<file path="config.mk">
export PLATFORM = sky130hd
export DESIGN_NAME = mem_arbiter_flat
export DESIGN_NICKNAME = d
export VERILOG_FILES = /design/src/rtl/mem_arbiter_if.sv /design/src/rtl/mem_arbiter.sv /design/src/flat_wrapper.sv
export SDC_FILE = /design/constraint.sdc
export NUM_CORES = 1
export LEC_CHECK = 0
export ABC_AREA = 1
export BUFFER_PORTS_ARGS = -buffer_cell sky130_fd_sc_hd__buf_2
export CAP_MARGIN = 0
export CORE_MARGIN = 2
export CORE_UTILIZATION = 37
export CTS_CLUSTER_DIAMETER = 30
export CTS_CLUSTER_SIZE = 40
export DETAILED_ROUTE_END_ITERATION = 6
export GPL_ROUTABILITY_DRIVEN = 0
export GPL_TIMING_DRIVEN = 0
export PLACE_DENSITY = 0.83
export SLEW_MARGIN = 20
export SYNTH_ARGS = -nofsm -noshare
export SYNTH_HDL_FRONTEND = slang
export SYNTH_SLANG_ARGS = --single-unit
</file>
<file path="constraint.sdc">
create_clock -name Clock -period 2.3 [get_ports Clock]
set_input_delay 0.115 -clock Clock [delete_from_list [all_inputs] [get_ports Clock]]
set_output_delay 0.115 -clock Clock [all_outputs]
set_load 0.005 [all_outputs]
</file>
<file path="src/rtl/mem_arbiter_if.sv">
// Bus bundle between the two memory masters, the arbiter and the shared memory.
// slave is the arbiter's view; master is the view of the requesters plus memory.
interface mem_arbiter_if #(
  parameter int unsigned AW = 16,
  parameter int unsigned DW = 16
);
   logic          req0;
   logic          we0;
   logic [AW-1:0] addr0;
   logic [DW-1:0] wdata0;
   logic          gnt0;
   logic          rvalid0;

   logic          req1;
   logic          we1;
   logic [AW-1:0] addr1;
   logic [DW-1:0] wdata1;
   logic          gnt1;
   logic          rvalid1;

   logic [DW-1:0] rdata;
   logic [AW-1:0] mem_addr;
   logic [DW-1:0] mem_wdata;
   logic          mem_we;
   logic [DW-1:0] mem_rdata;

   modport slave (
      input  req0, we0, addr0, wdata0, req1, we1, addr1, wdata1, mem_rdata,
      output gnt0, rvalid0, gnt1, rvalid1, rdata, mem_addr, mem_wdata, mem_we
   );

   modport master (
      output req0, we0, addr0, wdata0, req1, we1, addr1, wdata1, mem_rdata,
      input  gnt0, rvalid0, gnt1, rvalid1, rdata, mem_addr, mem_wdata, mem_we
   );
endinterface

</file>
<file path="src/rtl/mem_arbiter.sv">
// Two-master arbiter for a single synchronous memory: registered grants,
// round-robin on contention, and a per-grant burst limit while the other port waits.
module mem_arbiter #(
  parameter int unsigned AW        = 16,
  parameter int unsigned DW        = 16,
  parameter int unsigned BURST_MAX = 8
) (
  input logic           Clock,
  input logic           Resetn,
  mem_arbiter_if.slave  bus
);

   typedef enum logic [1:0] {StIdle, StG0, StG1} state_e;

   localparam logic [7:0] CntLimit = 8'(BURST_MAX - 1);

   state_e     state_q, state_d;
   logic [7:0] cnt_q, cnt_d;
   logic       last_q, last_d;
   logic       rvalid0_q, rvalid0_d;
   logic       rvalid1_q, rvalid1_d;
   logic       beat0, beat1, limit;

   assign beat0 = (state_q == StG0) & bus.req0;
   assign beat1 = (state_q == StG1) & bus.req1;
   // >= so a grant that ran long uncontended still yields on the next beat once the
   // other port starts requesting.
   assign limit = (cnt_q >= CntLimit);

   always_ff @(posedge Clock) begin
      if (!Resetn) begin
         state_q   <= StIdle;
         cnt_q     <= 8'd0;
         last_q    <= 1'b1;
         rvalid0_q <= 1'b0;
         rvalid1_q <= 1'b0;
      end else begin
         state_q   <= state_d;
         cnt_q     <= cnt_d;
         last_q    <= last_d;
         rvalid0_q <= rvalid0_d;
         rvalid1_q <= rvalid1_d;
      end
   end

   always_comb begin
      state_d = state_q;
      last_d  = last_q;
      case (state_q)
         StIdle: begin
            if (bus.req0 && bus.req1) state_d = last_q ? StG0 : StG1;
            else if (bus.req0)        state_d = StG0;
            else if (bus.req1)        state_d = StG1;
         end
         StG0: begin
            if (!bus.req0) begin
               state_d = bus.req1 ? StG1 : StIdle;
               last_d  = 1'b0;
            end else if (limit && bus.req1) begin
               state_d = StG1;
               last_d  = 1'b0;
            end
         end
         StG1: begin
            if (!bus.req1) begin
               state_d = bus.req0 ? StG0 : StIdle;
               last_d  = 1'b1;
            end else if (limit && bus.req0) begin
               state_d = StG0;
               last_d  = 1'b1;
            end
         end
         default: state_d = StIdle;
      endcase

      if (state_d != state_q)                cnt_d = 8'd0;
      else if ((beat0 | beat1) && cnt_q != 8'hFF) cnt_d = cnt_q + 8'd1;
      else                                   cnt_d = cnt_q;

      // Read valid is tagged by the issuing port so it survives a handover.
      rvalid0_d = beat0 & ~bus.we0;
      rvalid1_d = beat1 & ~bus.we1;
   end

   always_comb begin
      bus.gnt0      = (state_q == StG0);
      bus.gnt1      = (state_q == StG1);
      bus.rvalid0   = rvalid0_q;
      bus.rvalid1   = rvalid1_q;
      bus.rdata     = bus.mem_rdata;
      bus.mem_we    = (beat0 & bus.we0) | (beat1 & bus.we1);
      bus.mem_addr  = {AW{1'b0}};
      bus.mem_wdata = {DW{1'b0}};
      case (state_q)
         StG0: begin
            bus.mem_addr  = bus.addr0;
            bus.mem_wdata = bus.wdata0;
         end
         StG1: begin
            bus.mem_addr  = bus.addr1;
            bus.mem_wdata = bus.wdata1;
         end
         default: ;
      endcase
   end

endmodule

</file>
<file path="src/flat_wrapper.sv">
// flat-port wrapper written by rule: the top's interface ports become plain ports
module mem_arbiter_flat 
#(
  parameter int unsigned AW        = 16,
  parameter int unsigned DW        = 16,
  parameter int unsigned BURST_MAX = 8
)
  (Clock, Resetn, bus_req0, bus_we0, bus_addr0, bus_wdata0, bus_req1, bus_we1, bus_addr1, bus_wdata1, bus_mem_rdata, bus_gnt0, bus_rvalid0, bus_gnt1, bus_rvalid1, bus_rdata, bus_mem_addr, bus_mem_wdata, bus_mem_we);
  mem_arbiter_if #(.AW(AW), .DW(DW)) bus_i ();
  input logic Clock;
  input logic Resetn;
  input wire logic [$bits(bus_i.req0)-1:0] bus_req0;
  input wire logic [$bits(bus_i.we0)-1:0] bus_we0;
  input wire logic [$bits(bus_i.addr0)-1:0] bus_addr0;
  input wire logic [$bits(bus_i.wdata0)-1:0] bus_wdata0;
  input wire logic [$bits(bus_i.req1)-1:0] bus_req1;
  input wire logic [$bits(bus_i.we1)-1:0] bus_we1;
  input wire logic [$bits(bus_i.addr1)-1:0] bus_addr1;
  input wire logic [$bits(bus_i.wdata1)-1:0] bus_wdata1;
  input wire logic [$bits(bus_i.mem_rdata)-1:0] bus_mem_rdata;
  output wire logic [$bits(bus_i.gnt0)-1:0] bus_gnt0;
  output wire logic [$bits(bus_i.rvalid0)-1:0] bus_rvalid0;
  output wire logic [$bits(bus_i.gnt1)-1:0] bus_gnt1;
  output wire logic [$bits(bus_i.rvalid1)-1:0] bus_rvalid1;
  output wire logic [$bits(bus_i.rdata)-1:0] bus_rdata;
  output wire logic [$bits(bus_i.mem_addr)-1:0] bus_mem_addr;
  output wire logic [$bits(bus_i.mem_wdata)-1:0] bus_mem_wdata;
  output wire logic [$bits(bus_i.mem_we)-1:0] bus_mem_we;
  assign bus_i.req0 = bus_req0;
  assign bus_i.we0 = bus_we0;
  assign bus_i.addr0 = bus_addr0;
  assign bus_i.wdata0 = bus_wdata0;
  assign bus_i.req1 = bus_req1;
  assign bus_i.we1 = bus_we1;
  assign bus_i.addr1 = bus_addr1;
  assign bus_i.wdata1 = bus_wdata1;
  assign bus_i.mem_rdata = bus_mem_rdata;
  assign bus_gnt0 = bus_i.gnt0;
  assign bus_rvalid0 = bus_i.rvalid0;
  assign bus_gnt1 = bus_i.gnt1;
  assign bus_rvalid1 = bus_i.rvalid1;
  assign bus_rdata = bus_i.rdata;
  assign bus_mem_addr = bus_i.mem_addr;
  assign bus_mem_wdata = bus_i.mem_wdata;
  assign bus_mem_we = bus_i.mem_we;
  mem_arbiter #(.AW(AW), .DW(DW), .BURST_MAX(BURST_MAX)) u_core (.Clock(Clock), .Resetn(Resetn), .bus(bus_i));
endmodule
</file>
* Word level (Yosys, flattened, before mapping)
Index checks and enable logic that the tools add are counted.
** Storage, ports and cells
- Word-level logic and storage cells :: 50
- Output and inout bits :: 53
- Input bits :: 86
- Register bits after elaboration :: 13
** Operators by class
- Reductions and logical operators :: 8
- Bitwise operators :: 11
- Equal/unequal tests :: 6
- $add $sub $neg :: 1
- $lt $le $gt $ge :: 1
- Multiplexer cells :: 18
** Operators with widths (count)
- 16-bit one-hot mux with 2 select lines :: 2
- 2-bit 2-to-1 mux :: 9
- 8-bit by 1-bit adder with 8-bit output (second input constant) :: 1
- 8-bit by 3-bit greater-or-equal comparator with 1-bit output (second input constant) :: 1
- 8-bit inequality test (second input constant) :: 1
- 1-bit bitwise AND :: 6
- 3-bit by 2-bit inequality test with 1-bit output (second input constant) :: 2
- 2-bit one-hot mux with 3 select lines :: 1
- 1-bit 2-to-1 mux :: 5
- 1-bit logical AND :: 4
- 1-bit inverter :: 3
- 3-bit AND reduction :: 1
- 2-bit by 1-bit equality test with 1-bit output (second input constant) :: 1
- 2-bit equality test (second input constant) :: 1
- 2-bit logical NOT :: 1
- 2-bit inequality test :: 1
- 1-bit OR :: 2
- 1-bit one-hot mux with 2 select lines :: 1
- 2-bit nonzero test :: 1
- 2-bit OR reduction :: 1

* Depth between registers and ports, before layout
Gate-level depths: netlist (run 1).
- Depth in word-level cells :: 7
- Mapped depth :: 11
- Depth with buffers taken out :: 11

* Worst setup path before layout (run 1)
OpenSTA, ideal clock, no wires.
- Path kind :: register to register
- Start point :: register u_core.state_q[0]
- End point :: register u_core.cnt_q[2]
- Data required time :: 2.180 ns
- Clock period less this slack :: 1.637 ns
- Data arrival time :: 1.517 ns
- Cell stages (with the launch flop) :: 12
- Path buffers :: 1
- Library setup time :: 0.120 ns
- Setup slack :: 0.663 ns
- Path through :: dfxtp_1 -> inv_1 -> ha_1 -> buf_2 -> nand2_1 -> inv_1 -> nand3_1 -> nand3_2 -> nand2_2 -> nand2_2 -> nand3_4 -> nor3_2
** On the way
- Elaborated cells between the ends (all ways) :: 17
- Those cells by class :: eq/ne: 3; mux: 8; bitwise: 3; reduce/logical: 3
** RTL lines
- start, declared :: RTL line mem_arbiter.sv:17 : state_e state_q, state_d;
- start signal, assigned :: RTL line mem_arbiter.sv:32 : state_q <= StIdle;
- start signal, assigned :: RTL line mem_arbiter.sv:38 : state_q <= state_d;
- 2-bit equality test *
- via bus_gnt1 :: RTL line flat_wrapper.sv:23 : output wire logic [$bits(bus_i.gnt1)-1:0] bus_gnt1;
- 2-bit one-hot mux with 3 select lines or 1-bit bitwise AND (tied branches) :: RTL line mem_arbiter.sv:49, mem_arbiter.sv:25
- 2-bit inequality test or 1-bit OR (tied branches) :: RTL line mem_arbiter.sv:76, mem_arbiter.sv:77
- 2-bit OR reduction (no source line) or 1-bit logical AND (tied branches)
- end signal, assigned :: RTL line mem_arbiter.sv:39 : cnt_q <= cnt_d;
- end, declared :: RTL line mem_arbiter.sv:18 : logic [7:0] cnt_q, cnt_d;
Mark *: on every way through the listed nets, which the timed path passes. The rest lies on a longest branch.
A chain may end at the register's enable or synchronous reset.

* Final worst setup path (run 1)
- Start point :: register u_core.state_q[1]
- End point :: output bus_mem_wdata[15]
** On the way
- Cells in the longest elaborated chain, start to end :: 2
- Elaborated cells between the ends (all ways) :: 3
- Those cells by class :: eq/ne: 2; mux: 1
** Ends and longest elaborated chain
- 2-bit equality test or 2-bit by 1-bit equality test with 1-bit output (tied branches) :: RTL line mem_arbiter.sv:94 : case (state_q)
- 16-bit one-hot mux with 2 select lines * :: RTL line mem_arbiter.sv:94
- end, declared :: RTL line flat_wrapper.sv:27 : output wire logic [$bits(bus_i.mem_wdata)-1:0] bus_mem_wdata;
Every way passes the cells marked *; elsewhere a longest branch is shown, timed or not.

==> results_dict.tcl, run 1 <==
set metrics [dict create \
    synthAdderAreaFrac 0.0422 \
    cts_made_buffers 3 \
    die_height_um 67.3 \
    max-cap-violations 0 \
    path_class "reg -> out" \
    cpMostUsedCell "buf_2" \
    finalSetupTns_ns 0 \
    num_io_pins 139 \
    ant_nets 0 \
    grt_max_degree 11 \
    cp-start-kind "flip-flop" \
    ys_warn_count 0 \
    cellLeakagePower_nw 1.14 \
    crit_chain "inv_1 > ha_1 > buf_2 > clkbuf_1 > nand2_1 > a21oi_1 > buf_2" \
    final_max_slew_viol_count 0 \
    r2r_cells 10 \
    finalSetupViolations 0 \
    end_kind "primary output" \
    max-slew-margin-rel 0.722 \
    fin_nets 457 \
    post-place-ws_ns 0.409 \
    cts_sinks 13 \
    worst_pin_slew_ns 0.417 \
    floorplan.initialDensity 0.396 \
    cp_slowest_cell "dfxtp_1" \
    row_count 22 \
    synth_edf_count 0 \
    netlist_instances 239 \
    crit_path_end "bus_mem_wdata[15]" \
    clk_pin_slew_ns 0.06 \
    path_depth 7 \
    ctsHtreeMaxLevel 1 \
    drc_errors 0 \
    p_per_area_nw_per_um2 460 \
    reg2reg_from "u_core.state_q[0]$_SDFF_PN0_" \
    crit_path_start "u_core.state_q[1]$_SDFF_PN0_" \
    arrival_ns 2.01 \
    critical-path-top-delay-family "buffers and inverters" \
    dp.cells 409 \
    hpwl_mm 3.83 \
    fin_crit_ns 2.13 \
    irDropWorstVdd_uv 206 \
    wl_per_cell_um 11.0 \
    crit_fanout 10 \
    whs_ns 0.0481 \
    antenna_cells 0 \
    grt_pass1_vias 1744 \
    syn_avg_cell_area_um2 6.20 \
    fin_worst_skew_ns 0.00623 \
    netlist_area_um2 1480 \
    cts_max_path_buffers 2 \
    synth_nets 330 \
    ys.flop_type "dfxtp_1" \
    ys_ff_latch 13 \
    coreArea_um2 3740 \
    port_buffers 122 \
    ys_types 29 \
    rsz0062_at_grt "no" \
    grt_remaining_overflow 0 \
    vias_per_cell 4.62 \
    layout.cells.non_filler 413 \
    synth-xor-area-share 0.0355 \
    dr.pass1.iters 5 \
    drt-initial-drc-count 51 \
    fmax_mhz 470 \
    cts_root_buf "clkbuf_8" \
    fin_crit_sh 0.925 \
    hold_path_class "in -> reg" \
    vias 1907 \
    ys_async_sr_fraction 0 \
    layout-drive-gt1-share 0.479 \
    cts-hold-fix-buffers 0 \
    syn2layout_area_growth_pct 48.4 \
    ys_seq_area_frac 0.176 \
    reg2reg_to "u_core.cnt_q[4]$_SDFFE_PP0P_" \
    dieArea_um2 4530 \
    grt_antenna_before_repair 0 \
    hold_viol 0 \
    reg2reg_slack_ns 0.41 \
    crit_buf_inv 4 \
    synth-compound-area-share 0.162 \
    status "finished clean" \
    required_ns 2.18 \
    total_power_mw 1.01 \
    track_usage 0.199 \
    synth_simple_gate_area_share 0.421 \
    wl_mm 4.55 \
    worst_skew_pair.late_latency_ns 0.25 \
    dieWidth_um 67.3 \
    post-cts-setup-buffer-count 0 \
    cts_resized 0 \
    cts_tree "yes" \
    synthMuxAreaShare 0.00676 \
    synth_top_family_by_area "simple AND/OR/NAND/NOR gates" \
    setup_ws_ns 0.173 \
    critPathMaxStageDelay_ns 0.36 \
    grt_pass1_wl_mm 7.13 \
]
[cells in the mapped netlist, types with 4 or more instances]
library cell	number	area share
a21oi_1	34	0.11
buf_4	16	0.081
clkbuf_1	9	0.023
dfxtp_1	13	0.18
ha_1	5	0.042
inv_1	16	0.041
nand2_1	84	0.21
nand2_2	9	0.038
nand3_1	5	0.017
nand3_2	4	0.027
nor2_1	8	0.020
nor3_1	4	0.014
nor3_2	9	0.061
xor2_1	4	0.024
[metal layers]
metal | track usage | vias to the layer above | part of all wire
li1 | - | 1001 | -
met1 | 0.216 | 826 | 0.38
met2 | 0.395 | 74 | 0.54
met3 | 0.0400 | 6 | 0.068
met4 | 0.0357 | 0 | 0.0068
met5 | 0 | - | 0
[metrics by stage]
| stage | cell area, um^2 | utilization |
|---|---|---|
| 3_3_place_gp | 2150 | 0.575 |
| 6_report | 2200 | 0.587 |
| 5_1_grt | 2200 | 0.587 |
| 4_1_cts | 2200 | 0.587 |
| 2_1_floorplan | 1480 | - |
| 3_5_place_dp | 2150 | 0.575 |
[registers in the layout (all words and copies together) (netlist names)]
signal              cells
u_core.cnt_q            8
u_core.bus.rvalid0      1
u_core.last_q           1
u_core.bus.rvalid1      1
u_core.state_q          2
[power by group]
group          internal (mW)  total [mW]  switching (mW)
clock network          0.123       0.210          0.0875
logic                  0.216       0.547           0.332
registers              0.239       0.253          0.0147
total                  0.577        1.01           0.434
[worst min path at each step]
stage	slack, ns	cells past startpoint	startpoint	to
6_report	0.05	2	bus_we0	u_core.bus.rvalid0$_SDFF_PN0_
5_1_grt	0.05	2	bus_we1	u_core.bus.rvalid1$_SDFF_PN0_
4_1_cts	0.05	2	bus_we0	u_core.bus.rvalid0$_SDFF_PN0_
3_5_place_dp	0.31	2	bus_we0	u_core.bus.rvalid0$_SDFF_PN0_
3_3_place_gp	0.30	2	bus_we0	u_core.bus.rvalid0$_SDFF_PN0_
2_1_floorplan	0.19	1	bus_we0	u_core.bus.rvalid0$_SDFF_PN0_
[cell families after synthesis]
kind of cell | count (synthesis)
muxes | 1
xor gates and xnor gates | 6
adders and majority gates | 5
DFF | 13
AOI/OAI and AO/OA | 42
and+or+nand+nor | 127
buffers and inverters | 45
[area by class of cell]
type	count	area [um^2]
buffer	27	165
clock buffer	4	45.0
fill	376	1550
inverter	18	67.6
multi-input combinational	181	990
sequential	13	260
tap	48	60.1
timing repair buffer	122	611
[placed cells by master (no fill, tap or decap), types with 2 or more instances in the layout]
master    instances
a21oi_1          34
buf_2           124
buf_4            16
clkbuf_1          9
clkbuf_8          3
dfxtp_1          13
ha_1              5
inv_1            16
inv_2             2
nand2_1          84
nand2_2           9
nand2_4           2
nand3_1           5
nand3_2           4
nor2_1            8
nor3_1            4
nor3_2            9
xnor2_1           2
xor2_1            4
(Power assumes the default switching activity.)
==> run 2: changes to the inputs <==
Settings changed: CORE_UTILIZATION 37 to 40, PLACE_DENSITY 0.83 to 0.88.
Clock period 2.3 ns to 2.5 ns, I/O delays scaled along.
==> run 2 against run 1 <==
  * Via count down 1.4%
  * First-iteration DRC count is 71% higher
  * Clock skew shrank 0.0021 ns
  * Critical endpoint is now bus_mem_addr[12]
  * Global-route usage increased by 1.5 points
  * Final area about the same
  * Cell count unchanged
  * Count of clock-buffer cells in the layout stayed put
  * Register-to-register slack better by 0.22 ns
  * Largest power group unchanged
  * Critical path type unchanged
  * Total power is 8.6% lower
==> results_dict.tcl, run 2 (same netlist as run 1, synthesis figures left out) <==
set metrics [dict create \
    grt_pass1_wl_mm 7.26 \
    dr.pass1.iters 4 \
    finalSetupTns_ns 0 \
    num_io_pins 139 \
    drc_errors 0 \
    cp-start-kind "flip-flop" \
    reg2reg_slack_ns 0.63 \
    cts-hold-fix-buffers 0 \
    grt_pass1_vias 1746 \
    layout_common_cells "124 x buf_2, 84 x nand2_1, 34 x a21oi_1" \
    row_count 22 \
    largest_reg_flops 8 \
    wl_per_cell_um 10.9 \
    ant_nets 0 \
    antenna_cells 0 \
    grt_antenna_before_repair 0 \
    post-place-ws_ns 0.631 \
    critical-path-top-delay-family "buffers and inverters" \
    path_class "reg -> out" \
    vias_per_cell 4.55 \
    final_max_slew_viol_count 0 \
    end_kind "primary output" \
    cts_sinks 13 \
    holdPathEnd "u_core.bus.rvalid0$_SDFF_PN0_" \
    port_buffers 122 \
    worst_pin_slew_ns 0.441 \
    drt-initial-drc-count 87 \
    min_from "bus_we0" \
    fmax_mhz 481 \
    worst_skew_pair.late_latency_ns 0.25 \
    hold_viol 0 \
    dieWidth_um 64.9 \
    reg2reg_to "u_core.cnt_q[0]$_SDFFE_PP0P_" \
    cp_slowest_cell "dfxtp_1" \
    dieArea_um2 4210 \
    layout-drive-gt1-share 0.477 \
    power.internal_mw 0.530 \
    required_ns 2.38 \
    cts_tree "yes" \
    finalSetupViolations 0 \
    switchingPower_mw 0.394 \
    layout.cells.non_filler 413 \
    die_height_um 64.9 \
    fin_nets 457 \
    setup_ws_ns 0.420 \
    cts_max_path_buffers 2 \
    clkPwrFrac 0.205 \
    irDropWorstVdd_uv 189 \
    crit_buf_inv 4 \
    cts_root_buf "clkbuf_8" \
    total_power_mw 0.924 \
    reg_top3 "u_core.cnt_q x8, u_core.state_q x2" \
    arrival_ns 1.95 \
    grt_max_degree 11 \
    clk_pin_slew_ns 0.06 \
    final_common_cell "buf_2" \
    critPathMaxStageDelay_ns 0.47 \
    rsz0062_at_grt "no" \
    p_sw_frac 0.426 \
    utilization 0.609 \
    reg2reg_from "u_core.state_q[0]$_SDFF_PN0_" \
    post-cts-setup-buffer-count 0 \
    fin_crit_sh 0.832 \
    floorplan.initialDensity 0.411 \
    seq_power_share 0.254 \
    crit_chain "inv_1 > ha_1 > inv_1 > clkbuf_1 > a21oi_1 > buf_2" \
    p_per_area_nw_per_um2 420 \
    track_usage 0.214 \
    whs_path_depth 2 \
    n_fill_cell 333 \
    cellLeakagePower_nw 1.14 \
    dp.cells 409 \
    max-slew-margin-rel 0.706 \
    coreArea_um2 3610 \
    ctsHtreeMaxLevel 1 \
    cts_made_buffers 3 \
    fin_crit_ns 2.08 \
    grt_remaining_overflow 0 \
    multi_input_area_um2 990 \
    crit_fanout 10 \
    hold_path_class "in -> reg" \
    hpwl_mm 3.69 \
    cts_resized 0 \
    cpMostUsedCell "inv_1" \
    syn2layout_area_growth_pct 48.3 \
    comb_power_share 0.542 \
    regMostFlops "u_core.cnt_q" \
    wl_mm 4.48 \
    max-cap-violations 0 \
    r2r_cells 10 \
    vias 1881 \
    status "finished clean" \
    fin_worst_skew_ns 0.00416 \
    ff_latch_area_um2 260 \
]
## run 2: area by class of cell
type                    count  area share
multi-input cells         181       0.450
repair buffers            122       0.278
flip-flops and latches     13       0.118
plain buffers              27      0.0746
inverters                  18      0.0308
well taps                  48      0.0273
clock buffers               4      0.0205
## run 2: metal layers
layer / vias to the layer above / share of wire / track usage
met4: 0 / 0.0049 / 0.0771
li1: 1000 / - / -
met3: 3 / 0.054 / 0.0295
met2: 66 / 0.55 / 0.398
met1: 812 / 0.39 / 0.246
met5: - / 0 / 0
## run 2: through the flow
stage               instance area [um^2]  hold WS (ns)
floorplan                           1480         0.203
global placement                    2150         0.309
detailed placement                  2150         0.313
CTS                                 2200        0.0449
global route                        2200        0.0642
finish                              2200        0.0503
## run 2: power by group through the flow
stage | sequential, mW | clock [mW] | combinational (mW)
2_1_floorplan | 0.234 | 0 | 0.324
3_3_place_gp | 0.237 | 0 | 0.491
3_5_place_dp | 0.238 | 0 | 0.500
4_1_cts | 0.234 | 0.198 | 0.503
5_1_grt | 0.236 | 0.207 | 0.560
6_report | 0.234 | 0.189 | 0.500
## run 2: worst max path at each step
| stage | slack, ns | cells past startpoint | from | to |
|---|---|---|---|---|
| final | 0.42 | 6 | u_core.state_q[0]$_SDFF_PN0_ | bus_mem_addr[12] |
| after global routing | 0.27 | 7 | u_core.state_q[1]$_SDFF_PN0_ | bus_mem_wdata[7] |
| after global placement | 0.69 | 11 | u_core.state_q[0]$_SDFF_PN0_ | u_core.cnt_q[5]$_SDFFE_PP0P_ |
| after floorplan | 0.86 | 11 | u_core.state_q[0]$_SDFF_PN0_ | u_core.cnt_q[2]$_SDFFE_PP0P_ |
| after detailed placement | 0.63 | 10 | u_core.state_q[0]$_SDFF_PN0_ | u_core.cnt_q[2]$_SDFFE_PP0P_ |
| after CTS | 0.43 | 6 | u_core.state_q[0]$_SDFF_PN0_ | bus_mem_wdata[11] |
